`src/rtl/pnr_dac_pulse_driver_if.sv`:
```
// Bundle between the PNR result logic and the DAC pulse driver.
// pnr_valid is a one-cycle strobe with no ready/backpressure: it is accepted
// only when the driver is idle, otherwise it is discarded and counted as a drop.
interface pnr_dac_pulse_driver_if #(
    parameter int PN_WIDTH  = 4,
    parameter int CNT_WIDTH = 16
);
    logic                        pnr_valid;
    logic [PN_WIDTH-1:0]         pnr_value;
    logic                        pnr_out_is_a;
    logic signed [13:0]          amp_step;
    logic signed [13:0]          marker_level;
    logic [CNT_WIDTH-1:0]        pulse_width;
    logic [CNT_WIDTH-1:0]        holdoff;
    logic                        drop_clr;
    logic signed [13:0]          dac_a;
    logic signed [13:0]          dac_b;
    logic                        busy;
    logic [CNT_WIDTH-1:0]        drop_count;

    modport master (
        output pnr_valid, pnr_value, pnr_out_is_a, amp_step, marker_level,
               pulse_width, holdoff, drop_clr,
        input  dac_a, dac_b, busy, drop_count
    );

    modport slave (
        input  pnr_valid, pnr_value, pnr_out_is_a, amp_step, marker_level,
               pulse_width, holdoff, drop_clr,
        output dac_a, dac_b, busy, drop_count
    );
endinterface

```
`src/rtl/pnr_dac_pulse_driver.sv`:
```
// Renders each photon-number result as a DAC pulse (height = n * amp_step)
// with a fixed marker pulse on the other channel, followed by optional hold-off.
module pnr_dac_pulse_driver #(
    parameter int PN_WIDTH  = 4,
    parameter int CNT_WIDTH = 16
) (
    input  logic                   clk,
    input  logic                   rst,
    pnr_dac_pulse_driver_if.slave  bus,
    output logic [1:0]             state_dbg
);
    typedef enum logic [1:0] {
        ST_IDLE    = 2'd0,
        ST_PULSE   = 2'd1,
        ST_HOLDOFF = 2'd2
    } state_t;

    localparam int PROD_W = PN_WIDTH + 15;
    localparam logic signed [PROD_W-1:0] SAT_MAX = PROD_W'(8191);
    localparam logic signed [PROD_W-1:0] SAT_MIN = PROD_W'(-8192);

    state_t                 state, state_nxt;
    logic signed [PROD_W-1:0] prod;
    logic signed [13:0]     amp_sat;
    logic [CNT_WIDTH-1:0]   width_m1;
    logic [CNT_WIDTH-1:0]   cnt;
    logic [CNT_WIDTH-1:0]   hold_q;
    logic                   sel_a;
    logic signed [13:0]     amp_q;
    logic signed [13:0]     mark_q;
    logic                   accept;
    logic                   drop;
    logic signed [13:0]     dac_a_d;
    logic signed [13:0]     dac_b_d;
    logic                   busy_d;

    assign accept    = bus.pnr_valid && (state == ST_IDLE);
    assign drop      = bus.pnr_valid && (state != ST_IDLE);
    assign state_dbg = state;

    // Zero-extend the photon number so the product keeps the sign of amp_step.
    assign prod     = $signed({1'b0, bus.pnr_value}) * bus.amp_step;
    assign width_m1 = (bus.pulse_width == '0) ? '0 : bus.pulse_width - 1'b1;

    always_comb begin
        amp_sat = prod[13:0];
        if (prod > SAT_MAX) begin
            amp_sat = 14'sh1fff;
        end else if (prod < SAT_MIN) begin
            amp_sat = 14'sh2000;
        end
    end

    // State register
    always_ff @(posedge clk or posedge rst) begin
        if (rst) begin
            state <= ST_IDLE;
        end else begin
            state <= state_nxt;
        end
    end

    // Next-state logic
    always_comb begin
        state_nxt = state;
        case (state)
            ST_IDLE: begin
                if (bus.pnr_valid) state_nxt = ST_PULSE;
            end
            ST_PULSE: begin
                if (cnt == '0) state_nxt = (hold_q != '0) ? ST_HOLDOFF : ST_IDLE;
            end
            ST_HOLDOFF: begin
                if (cnt == '0) state_nxt = ST_IDLE;
            end
            default: state_nxt = ST_IDLE;
        endcase
    end

    // One counter serves both phases: reloaded with holdoff-1 as the pulse ends.
    always_ff @(posedge clk or posedge rst) begin
        if (rst) begin
            cnt    <= '0;
            hold_q <= '0;
            sel_a  <= 1'b0;
            amp_q  <= '0;
            mark_q <= '0;
        end else if (accept) begin
            cnt    <= width_m1;
            hold_q <= bus.holdoff;
            sel_a  <= bus.pnr_out_is_a;
            amp_q  <= amp_sat;
            mark_q <= bus.marker_level;
        end else if (state == ST_PULSE && cnt == '0) begin
            cnt <= hold_q - 1'b1;
        end else if (state != ST_IDLE) begin
            cnt <= cnt - 1'b1;
        end
    end

    always_ff @(posedge clk or posedge rst) begin
        if (rst) begin
            bus.drop_count <= '0;
        end else if (bus.drop_clr) begin
            bus.drop_count <= '0;
        end else if (drop && bus.drop_count != '1) begin
            bus.drop_count <= bus.drop_count + 1'b1;
        end
    end

    // Output logic: next output values, registered below.
    always_comb begin
        dac_a_d = '0;
        dac_b_d = '0;
        busy_d  = (state_nxt != ST_IDLE);
        if (state_nxt == ST_PULSE) begin
            if (accept) begin
                dac_a_d = bus.pnr_out_is_a ? amp_sat : bus.marker_level;
                dac_b_d = bus.pnr_out_is_a ? bus.marker_level : amp_sat;
            end else begin
                dac_a_d = sel_a ? amp_q : mark_q;
                dac_b_d = sel_a ? mark_q : amp_q;
            end
        end
    end

    always_ff @(posedge clk or posedge rst) begin
        if (rst) begin
            bus.dac_a <= '0;
            bus.dac_b <= '0;
            bus.busy  <= 1'b0;
        end else begin
            bus.dac_a <= dac_a_d;
            bus.dac_b <= dac_b_d;
            bus.busy  <= busy_d;
        end
    end
endmodule
```
`src/flat_wrapper.sv`:
```
// flat-port wrapper written by rule: the top's interface ports become plain ports
module pnr_dac_pulse_driver_flat 
#(
    parameter int PN_WIDTH  = 4,
    parameter int CNT_WIDTH = 16
)
  (clk, rst, state_dbg, bus_pnr_valid, bus_pnr_value, bus_pnr_out_is_a, bus_amp_step, bus_marker_level, bus_pulse_width, bus_holdoff, bus_drop_clr, bus_dac_a, bus_dac_b, bus_busy, bus_drop_count);
  pnr_dac_pulse_driver_if #(.PN_WIDTH(PN_WIDTH), .CNT_WIDTH(CNT_WIDTH)) bus_i ();
  input  logic clk;
  input  logic rst;
  output logic [1:0] state_dbg;
  input wire logic [$bits(bus_i.pnr_valid)-1:0] bus_pnr_valid;
  input wire logic [$bits(bus_i.pnr_value)-1:0] bus_pnr_value;
  input wire logic [$bits(bus_i.pnr_out_is_a)-1:0] bus_pnr_out_is_a;
  input wire logic [$bits(bus_i.amp_step)-1:0] bus_amp_step;
  input wire logic [$bits(bus_i.marker_level)-1:0] bus_marker_level;
  input wire logic [$bits(bus_i.pulse_width)-1:0] bus_pulse_width;
  input wire logic [$bits(bus_i.holdoff)-1:0] bus_holdoff;
  input wire logic [$bits(bus_i.drop_clr)-1:0] bus_drop_clr;
  output wire logic [$bits(bus_i.dac_a)-1:0] bus_dac_a;
  output wire logic [$bits(bus_i.dac_b)-1:0] bus_dac_b;
  output wire logic [$bits(bus_i.busy)-1:0] bus_busy;
  output wire logic [$bits(bus_i.drop_count)-1:0] bus_drop_count;
  assign bus_i.pnr_valid = bus_pnr_valid;
  assign bus_i.pnr_value = bus_pnr_value;
  assign bus_i.pnr_out_is_a = bus_pnr_out_is_a;
  assign bus_i.amp_step = bus_amp_step;
  assign bus_i.marker_level = bus_marker_level;
  assign bus_i.pulse_width = bus_pulse_width;
  assign bus_i.holdoff = bus_holdoff;
  assign bus_i.drop_clr = bus_drop_clr;
  assign bus_dac_a = bus_i.dac_a;
  assign bus_dac_b = bus_i.dac_b;
  assign bus_busy = bus_i.busy;
  assign bus_drop_count = bus_i.drop_count;
  pnr_dac_pulse_driver #(.PN_WIDTH(PN_WIDTH), .CNT_WIDTH(CNT_WIDTH)) u_core (.clk(clk), .rst(rst), .bus(bus_i), .state_dbg(state_dbg));
endmodule
```
`config.mk`:
```
export PLATFORM = sky130hd
export DESIGN_NAME = pnr_dac_pulse_driver_flat
export DESIGN_NICKNAME = d
export VERILOG_FILES = /design/src/rtl/pnr_dac_pulse_driver_if.sv /design/src/rtl/pnr_dac_pulse_driver.sv /design/src/flat_wrapper.sv
export SDC_FILE = /design/constraint.sdc
export NUM_CORES = 1
export LEC_CHECK = 0
export ABC_AREA = 1
export BUFFER_PORTS_ARGS = -buffer_cell sky130_fd_sc_hd__buf_2
export CORE_MARGIN = 2
export CORE_UTILIZATION = 37
export DETAILED_ROUTE_END_ITERATION = 12
export PLACE_DENSITY = 0.57
export SLEW_MARGIN = 20
export SYNTH_ARGS = -nofsm -noshare
export SYNTH_HDL_FRONTEND = slang
export SYNTH_SLANG_ARGS = --single-unit
```
`constraint.sdc`:
```
create_clock -name clk -period 2.7 [get_ports clk]
set_input_delay 0.135 -clock clk [delete_from_list [all_inputs] [get_ports clk]]
set_output_delay 0.135 -clock clk [all_outputs]
set_load 0.01 [all_outputs]
```
==> qor.csv, run 1 <==
metric,value,unit
fillCellCount,2226,
p_leak,6.027,nW
finalMaxSlewViolations,0,
yosysSeqAreaShare,31.98,%
fin_area,0.01158,mm²
fin_crit_sh,119.9,%
min_path_cells,3,
ant_nets,0,
setup_viol,42,
antennaDiodeCount,0,
dieArea,0.02406,mm²
syn_avg_cell_area,6.898,µm²
rows,55,
ys_ff_latch,108,
fp.dieW,155.1,µm
rsz0062_at_grt,yes,
clock-sinks,108,
critPathTopFamily,adder cells,
antenna_found_initial,0,
grt_pass1_vias,8087,
dr.pass1.iters,5,
fin_nets,1565,
place_congestion,0.8960,
insertion_delay,0.35,ns
via_count,8382,
fmax,308.9,MHz
outcome,"complete, but fails checks",
drt_iter0_markers,608,
core,0.02250,mm²
path_class,in -> reg,
synthCells,1225,
worst_pin_slew,0.6811,ns
drc,0,
syn-num-nets,1362,
place_ws,-1.135,ns
grt_max_degree,61,
crit_path_start_kind,input pin,
mostFrequentLayoutCells,"276 x nand2_1, 165 x inv_1, 121 x nor2_1",
crit_required,2.94,ns
ios,116,
clockBufferDepth,2,
cp.depth,25,
drv_cap,0,
syn_area,0.008451,mm²
detail_route.vias_per_cell,4.879,
cts_max_level,3,
chipHeight,155.1,µm
violations,negative setup slack,
path_clk_slew,0.07,ns
crit_buf_inv,6,
overflow,0,
critical-path-max-stage-delay,0.51,ns
slew_headroom,54.59,%
track_usage,20.40,%
power.density,756.8,mW/mm²
setup_ws,-0.5377,ns
layout-drive-gt1-share,32.03,%
final_common_cell,nand2_1,
hold_path_class,in -> reg,
peakVddDrop,0.3724,mV
dpl_cell_area,0.01020,mm²
critical_path_peak_fanout,7,
routed_wire_length_per_instance,14.11,µm
grt_pass1_wl,39880,µm
period_needed,3.238,ns
setup.worst_path.end_class,flop,
final_cells,1718,
rr_worst_depth,9,
routed_wl,24230,µm
root_buffer,clkbuf_16,
clock_skew,0.006827,ns
dp.cells,1669,
area_growth,37.09,%
numCtsBuffers,9,
dp_hpwl,17900,µm
portBuffers,115,
synth.distinct_cells,51,
ys_warn_count,0,
start_util,37.55,%
final_hold_viol_count,0,
cp.arrival,3.48,ns
crit_slowest_cell,fa_1,
cts_tree,yes,
## registers in the layout (all words and copies together) (netlist names)
name,flops
u_core.bus.drop_count,16
u_core.cnt,16
u_core.hold_q,16
u_core.amp_q,14
u_core.bus.dac_a,14
u_core.bus.dac_b,14
u_core.mark_q,14
u_core.state_dbg,2
u_core.bus.busy,1
u_core.sel_a,1
## power breakdown
group | total, mW | switching (mW) | internal, mW | leakage, nW
Clock | 1.38 | 0.626 | 0.754 | 0.147
Sequential | 2.53 | 0.333 | 2.20 | 1.30
Combinational | 4.86 | 2.81 | 2.05 | 4.58
## metal layers
metal  track usage [%]  part of all wire (%)  vias up
met5                 0                     0        -
met4             3.792                   1.4        0
met3             2.786                   3.9       26
met2             32.72                    45      170
met1             29.67                    50     3951
li1                  -                     -     4235
## metrics by stage
step / setup TNS (ns) / hold WS [ns] / total power [mW] / util [%]
2_1_floorplan: -20.96 / 0.2516 / 5.127 / -
3_3_place_gp: -40.94 / 0.1532 / 6.447 / 45.34
3_5_place_dp: -42.95 / 0.1508 / 6.476 / 45.34
4_1_cts: -18.94 / 0.002331 / 8.262 / 49.44
5_1_grt: -25.63 / 0.02339 / 9.469 / 51.48
6_report: -19.56 / 0.005719 / 8.768 / 51.48
## logic make-up after synthesis
kind of cell	synth area share, %
AO/OA/AOI/OAI	11.73
XOR/XNOR	2.176
adder cells (fa/ha/maj)	12.64
buffers and inverters	11.47
flip-flops	31.98
AND/OR/NAND/NOR	30.00
## worst register-to-register path: cells and delay by family (launching register included)
kind	cells	cell delay, ns
flip-flops	1	0.41
AND/OR/NAND/NOR	5	1.15
buffers and inverters	3	0.78
AO/OA/AOI/OAI	1	0.12
## final cells by class
type                            instances  area (µm²)  area share [%]
Multi-Input combinational cell        873        5774           49.84
Sequential cell                       108        2703           23.33
Timing Repair Buffer                  229        1649           14.23
Inverter                              207       793.3           6.847
Tap cell                              285       356.6           3.078
Clock buffer                           10       239.0           2.063
Clock inverter                          6       70.07          0.6048
## path summary, 6_finish.rpt
kind / slack (ns) / from / endpoint
hold / removal: 0.006 / bus_holdoff[6] / u_core.hold_q[6]$_DFFE_PP0P_
setup reg to reg: 0.16 / u_core.state_dbg[1]$_DFF_PP0_ / u_core.bus.dac_a[12]$_DFF_PP0_
setup / recovery: -0.54 / bus_pnr_value[3] / u_core.bus.dac_b[9]$_DFF_PP0_
hold reg to reg: 0.50 / u_core.bus.drop_count[11]$_DFFE_PP0P_ / u_core.bus.drop_count[12]$_DFFE_PP0P_
min in group asynchronous: 0.32 / rst / u_core.bus.drop_count[13]$_DFFE_PP0P_
max in group asynchronous: 1.71 / rst / u_core.bus.dac_b[5]$_DFF_PP0_
## synth_stat cells (all sizes together)
cell type | instances | area share, %
xnor2 | 5 | 0.52
a211oi | 1 | 0.089
o21a | 1 | 0.089
nand4 | 10 | 0.74
nand3 | 59 | 3.8
and3 | 2 | 0.15
a21oi | 99 | 6.1
inv | 204 | 9.1
nand2 | 361 | 17
a22oi | 1 | 0.089
nand3b | 2 | 0.18
clkbuf | 26 | 1.2
o21ai | 55 | 3.3
o22ai | 3 | 0.22
a31oi | 14 | 1.0
o211ai | 1 | 0.089
o21bai | 3 | 0.27
clkinv | 3 | 0.13
and2 | 5 | 0.40
a21o | 3 | 0.27
nor4 | 6 | 0.52
o31ai | 1 | 0.089
buf | 13 | 1.1
nor3 | 16 | 1.0
or2 | 2 | 0.15
nor2 | 135 | 6.4
nor3b | 1 | 0.089
ha | 39 | 5.8
xor2 | 16 | 1.7
dfrtp | 108 | 32
o22a | 1 | 0.10
fa | 29 | 6.9
## what timing repair did
item / CTS / global route
hold buffers: 15 / 0
hold endpoints to repair: 28 / 0
resized for setup: 108 / 86
setup buffers: 7 / 5
setup endpoints to repair: 42 / 42
cloned: 4 / 2
pin swaps: 93 / 67
Note: power is estimated with default switching activity, not from simulation.
==> inputs of run 2 (changes only) <==
--- a/config.mk
+++ b/config.mk
@@ -6,11 +6,11 @@
 export NUM_CORES = 1
 export LEC_CHECK = 0
 export ABC_AREA = 1
-export BUFFER_PORTS_ARGS = -buffer_cell sky130_fd_sc_hd__buf_2
 export CORE_MARGIN = 2
 export CORE_UTILIZATION = 37
 export DETAILED_ROUTE_END_ITERATION = 12
-export PLACE_DENSITY = 0.57
+export DONT_BUFFER_PORTS = 1
+export PLACE_DENSITY = 0.53
 export SLEW_MARGIN = 20
 export SYNTH_ARGS = -nofsm -noshare
 export SYNTH_HDL_FRONTEND = slang
==> qor.csv, run 2 (same netlist as run 1, synthesis figures left out) <==
metric,value,unit,change
routed_wire_length_per_instance,15.09,µm,+7.0%
violations,"negative hold slack, negative setup slack",,
dp_hpwl,17600,µm,-1.7%
path_clk_slew,0.08,ns,about the same
via_count,7923,,-5.5%
fp.dieW,155.1,µm,unchanged
multi_input_area,0.005971,mm²,+3.4%
cts_max_level,3,,unchanged
clock-sinks,108,,unchanged
fmax,333.9,MHz,+8.1%
clock_skew,0.01104,ns,+0.004217 ns
grt_pass1_vias,7585,,-6.2%
layout-drive-gt1-share,27.79,%,-4.2 points
portBuffers,0,,-100%
ant_nets,0,,unchanged
drc,0,,unchanged
final_hold_viol_count,13,,+13
rsz0062_at_grt,yes,,
track_usage,19.99,%,-0.41 points
start_util,37.55,%,unchanged
final_common_cell,nand2_1,,
dp.cells,1523,,-8.7%
mostFrequentLayoutCells,"250 x nand2_1, 151 x inv_1, 117 x nor2_1",,
setup.worst_path.end_class,flop,,
place_congestion,0.8563,,-4.4%
cts_tree,yes,,
cp.arrival,3.28,ns,-0.20 ns
critical-path-max-stage-delay,0.49,ns,-0.02 ns
p_total,8.574,mW,-2.2%
detail_route.vias_per_cell,4.946,,+1.4%
cp_cell_sequence,"nand2_2, inv_2, ha_4, fa_1, inv_1, fa_1, inv_2, ha_4, nand2_2, nand2_2, nand2_2, nand2_2, a21oi_2, nand2_1, nand2_1, nand2_2, nor2_4, nand3_4, nand2_8, nand2_8, nand3_4, nand2_2, a21oi_2",,
numCtsBuffers,9,,unchanged
peakVddDrop,0.3069,mV,-18%
drt_iter0_markers,556,,-8.6%
setup_viol,42,,unchanged
period_needed,2.995,ns,-0.2432 ns
place_ws,-0.8998,ns,+0.2353 ns
area_growth,32.22,%,
p_leak,5.498,nW,-8.8%
insertion_delay,0.36,ns,about the same
setup_ws,-0.2945,ns,+0.2432 ns
top_regs,"u_core.bus.drop_count x16, u_core.cnt x16, u_core.hold_q x16",,
finalMaxSlewViolations,0,,unchanged
final_cells,1602,,-6.8%
crit_slowest_cell,fa_1,,
fin_crit_sh,110.9,%,-9.0 points
chipHeight,155.1,µm,unchanged
regArea,0.002703,mm²,unchanged
hold_path_class,in -> reg,,
antennaDiodeCount,0,,unchanged
hold_ws,-0.08803,ns,-0.09375 ns
grt_max_degree,61,,unchanged
root_buffer,clkbuf_16,,
outcome,"complete, but fails checks",,
crit_path_start_kind,input pin,,
fin_nets,1449,,-7.4%
overflow,0,,unchanged
path_class,in -> reg,,
worst_pin_slew,0.9254,ns,+0.2442 ns
dr.pass1.iters,4,,-1
fillCellCount,2205,,-0.94%
worst_path_most_repeated_cell,nand2_2,,
slew_headroom,38.08,%,-17 points
ctsHoldBuffers,40,,+25
power.density,767.4,mW/mm²,+1.4%
grt_pass1_wl,38740,µm,-2.9%
ios,116,,unchanged
drv_cap,0,,unchanged
antenna_found_initial,0,,unchanged
dieArea,0.02406,mm²,unchanged
critical_path_peak_fanout,8,,+1
clockBufferDepth,2,,unchanged
crit_required,2.99,ns,+0.05 ns
routed_wl,24170,µm,-0.25%
final_core_util,49.65,%,-1.8 points
core,0.02250,mm²,unchanged
rows,55,,unchanged
[run 2: cell count changes in the layout (fill, tap and decap cells not counted), moves of 5 or more]
cell / delta
dlygate4sd3_1: +25
nand2_1: -26
inv_1: -14
buf_4: -22
nand3_1: -5
inv_2: +11
nand2_4: +7
buf_2: -113
buf_12: -5
nand2_2: +15
[run 2: per-layer routing]
layer / vias up / part of all wire, % / GRT usage (%)
li1: 4000 / - / -
met1: 3769 / 49 / 28.29
met2: 137 / 46 / 32.15
met3: 17 / 4.4 / 3.621
met4: 0 / 1.2 / 4.101
met5: - / 0 / 0
[run 2: path summary, 6_finish.rpt]
path                            slack (ns)                          start  depth (start not counted)                                    end
min in group asynchronous             0.39                            rst                          2  u_core.bus.drop_count[15]$_DFFE_PP0P_
worst min register to register        0.53   u_core.hold_q[5]$_DFFE_PP0P_                          2           u_core.hold_q[5]$_DFFE_PP0P_
worst min-delay path                 -0.09               bus_pnr_out_is_a                          2          u_core.bus.dac_a[0]$_DFF_PP0_
max in group asynchronous             1.54                            rst                          3          u_core.bus.dac_a[6]$_DFF_PP0_
worst max-delay path                 -0.29                bus_amp_step[8]                         23          u_core.bus.dac_b[7]$_DFF_PP0_
worst max register to register        0.03  u_core.state_dbg[1]$_DFF_PP0_                          8          u_core.bus.dac_b[3]$_DFF_PP0_
[run 2: report_power, final]
part           leakage (nW)  switching [mW]  internal, mW
registers              1.30           0.512          2.20
logic                  4.05            2.62          1.91
clock network         0.148           0.677         0.659
total                  5.50            3.81          4.77
[run 2: layout make-up]
type | instances | share of cell area, %
repair buffers | 114 | 9.272
well taps | 285 | 3.191
clock buffers | 9 | 2.016
flip-flops and latches | 108 | 24.19
inverters | 207 | 7.189
clock inverters | 7 | 0.7055
multi-input cells | 872 | 53.44
[run 2: critical path, delay by kind of cell]
family	cells	cell delay [ns]
buf+inv	3	0.14
simple gates	14	1.26
compound gates	2	0.29
fa+ha+maj	4	1.44
[run 2: what timing repair did]
item	in CTS	in global routing
cloned	2	1
pin swaps	106	64
gates resized for setup	137	117
hold endpoints to repair	97	14
endpoints found under the setup margin	42	42
setup buffers	14	6
[run 2: stage by stage]
step	TNS (ns)	instance area [µm²]
6_report	-9.415	11170
5_1_grt	-16.55	11170
4_1_cts	-8.872	10670
3_5_place_dp	-33.40	9370
3_3_place_gp	-31.73	9370
2_1_floorplan	-20.96	8822
==> inputs of run 3 (changes only) <==
--- a/config.mk
+++ b/config.mk
@@ -10,7 +10,7 @@
 export CORE_UTILIZATION = 37
 export DETAILED_ROUTE_END_ITERATION = 12
 export DONT_BUFFER_PORTS = 1
-export PLACE_DENSITY = 0.53
+export REMOVE_ABC_BUFFERS = 1
 export SLEW_MARGIN = 20
 export SYNTH_ARGS = -nofsm -noshare
 export SYNTH_HDL_FRONTEND = slang
==> qor.csv, run 3 (same netlist as run 1, synthesis figures left out) <==
metric,value,unit,change
outcome,"complete, but fails checks",,
violations,"negative hold slack, negative setup slack",,
top_regs,"u_core.bus.drop_count x16, u_core.cnt x16, u_core.hold_q x16",,
start_util,37.55,%,unchanged
layout-drive-gt1-share,24.66,%,-3.1 points
p_switching,3.684,mW,-3.2%
min_to,u_core.bus.dac_a[0]$_DFF_PP0_,,
p_leak,5.455,nW,-0.77%
core,0.02250,mm²,unchanged
power.density,772.5,mW/mm²,+0.67%
insertion_delay,0.36,ns,about the same
clock_skew,0.01203,ns,+0.0009873 ns
antenna_found_initial,0,,unchanged
via_count,7886,,-0.47%
period_needed,2.996,ns,+0.001144 ns
portBuffers,0,,unchanged
final_common_cell,nand2_1,,
rr_worst_depth,8,,unchanged
r2r_slack,0.05,ns,+0.02 ns
grt_pass1_vias,7929,,+4.5%
dr.pass1.iters,4,,unchanged
clock-sinks,108,,unchanged
antennaDiodeCount,0,,unchanged
setup_ws,-0.2957,ns,-0.001144 ns
p_total,8.515,mW,-0.70%
root_buffer,clkbuf_16,,
path_clk_slew,0.08,ns,about the same
cts_max_level,3,,unchanged
cp.arrival,3.29,ns,about the same
slew_headroom,57.29,%,+19 points
grt_pass1_wl,38740,µm,unchanged
hold_ws,-0.09336,ns,-0.005326 ns
peakVddDrop,0.3742,mV,+22%
overflow,0,,unchanged
numCtsBuffers,9,,unchanged
dp_hpwl,16320,µm,-7.3%
rows,55,,unchanged
worst_pin_slew,0.6406,ns,-0.2848 ns
critical_path_peak_fanout,8,,unchanged
finalMaxSlewViolations,0,,unchanged
routed_wire_length_per_instance,14.44,µm,-4.3%
fin_crit_sh,111.0,%,about the same
mostFrequentLayoutCells,"270 x nand2_1, 161 x inv_1, 119 x nor2_1",,
clockBufferDepth,2,,unchanged
cts_tree,yes,,
fp.dieW,155.1,µm,unchanged
dieArea,0.02406,mm²,unchanged
place_congestion,0.8505,,-0.68%
setup.worst_path.end_class,flop,,
seq_power_share,31.5,%,about the same
drt_iter0_markers,471,,-15%
area_growth,30.43,%,
crit_required,2.99,ns,about the same
fillCellCount,2174,,-1.4%
r2r_start,u_core.state_dbg[1]$_DFF_PP0_,,
final_hold_viol_count,13,,unchanged
hold_path.startpoint,bus_pnr_out_is_a,,
grt_max_degree,55,,-9.8%
chipHeight,155.1,µm,unchanged
setup_viol,42,,unchanged
track_usage,19.62,%,-0.37 points
crit_path_start_kind,input pin,,
ios,116,,unchanged
r2r-end,u_core.bus.dac_b[3]$_DFF_PP0_,,
ctsHoldBuffers,41,,+2.5%
routed_wl,23090,µm,-4.5%
hold_path_class,in -> reg,,
detail_route.vias_per_cell,4.932,,-0.28%
rsz0062_at_grt,yes,,
p_clk_share,16.5,%,+0.9 points
fmax,333.8,MHz,about the same
path_class,in -> reg,,
drv_cap,0,,unchanged
p_int,4.830,mW,+1.3%
drc,0,,unchanged
min_path_cells,2,,unchanged
fin_nets,1446,,-0.21%
switching_share,43.27,%,-1.1 points
comb_power_share,52.0,%,-0.8 points
ant_nets,0,,unchanged
[run 3: critical path, stage by stage]
cell and delay (ns):
nand2_4 0.04, inv_2 0.04, ha_4 0.25, inv_2 0.03
fa_1 0.47, fa_1 0.54, inv_2 0.05, ha_4 0.26
a21oi_4 0.14, nand2_4 0.09, nand2_1 0.07, nand2_1 0.07
nand2_1 0.08, nand2_1 0.05, nand2_1 0.06, nand2_2 0.08
nor2_4 0.10, nand3_4 0.15, nand2_8 0.15, buf_6 0.11
nand2_4 0.04, nand2_4 0.08, nand2_2 0.05, a21oi_2 0.13
[run 3: layer usage]
layer,global-route usage (%),share of wire [%]
met1,25.84,46
met2,34.05,49
met3,2.758,3.9
met4,4.850,1.3
met5,0,0
[run 3: final cells by class]
type,instances,area (µm²),share of cell area (%)
flip-flops and latches,108,2703,24.52
multi-input cells,872,5799,52.62
clock inverters,7,90.09,0.8173
inverters,207,799.5,7.254
repair buffers,111,1049,9.513
clock buffers,9,225.2,2.043
well taps,285,356.6,3.235
[run 3: worst max path at each step]
stage                                endpoint  slack (ns)                          start
6_report        u_core.bus.dac_b[4]$_DFF_PP0_       -0.30                bus_amp_step[2]
5_1_grt         u_core.bus.dac_b[4]$_DFF_PP0_       -0.46                bus_amp_step[6]
3_3_place_gp    u_core.bus.dac_b[6]$_DFF_PP0_       -0.95               bus_pnr_value[3]
4_1_cts         u_core.bus.dac_b[4]$_DFF_PP0_       -0.26                bus_amp_step[6]
3_5_place_dp    u_core.bus.dac_b[7]$_DFF_PP0_       -0.96                bus_amp_step[7]
2_1_floorplan  u_core.bus.dac_a[12]$_DFF_PP0_       -1.09  u_core.state_dbg[1]$_DFF_PP0_
[run 3: repair_timing]
action | CTS | global route
pin swaps | 101 | 58
gates cloned | 2 | 0
setup endpoints to repair | 42 | 42
setup buffers | 5 | 3
endpoints found under the hold margin | 113 | 12
resized for setup | 177 | 81
[run 3: power by group through the flow]
stage	Combinational, mW	Clock [mW]	Sequential (mW)
final	4.43	1.41	2.68
after global routing	4.90	1.50	2.74
after CTS	4.03	1.44	2.68
after detailed placement	3.23	0	2.70
after global placement	3.20	0	2.70
after floorplan	2.24	0	2.58
[run 3: through the flow]
stage               TNS [ns]  cells  instance area, µm²  setup slack (ns)  utilization (%)
CTS                   -8.258   1596               10660           -0.2608            47.38
global route          -15.87   1599               11020           -0.4626            48.98
global placement      -35.10   1532                9112           -0.9498            40.49
floorplan             -86.46   1186                8258            -1.093                -
finish                -9.320   1599               11020           -0.2957            48.98
detailed placement    -36.98   1532                9112           -0.9593            40.49
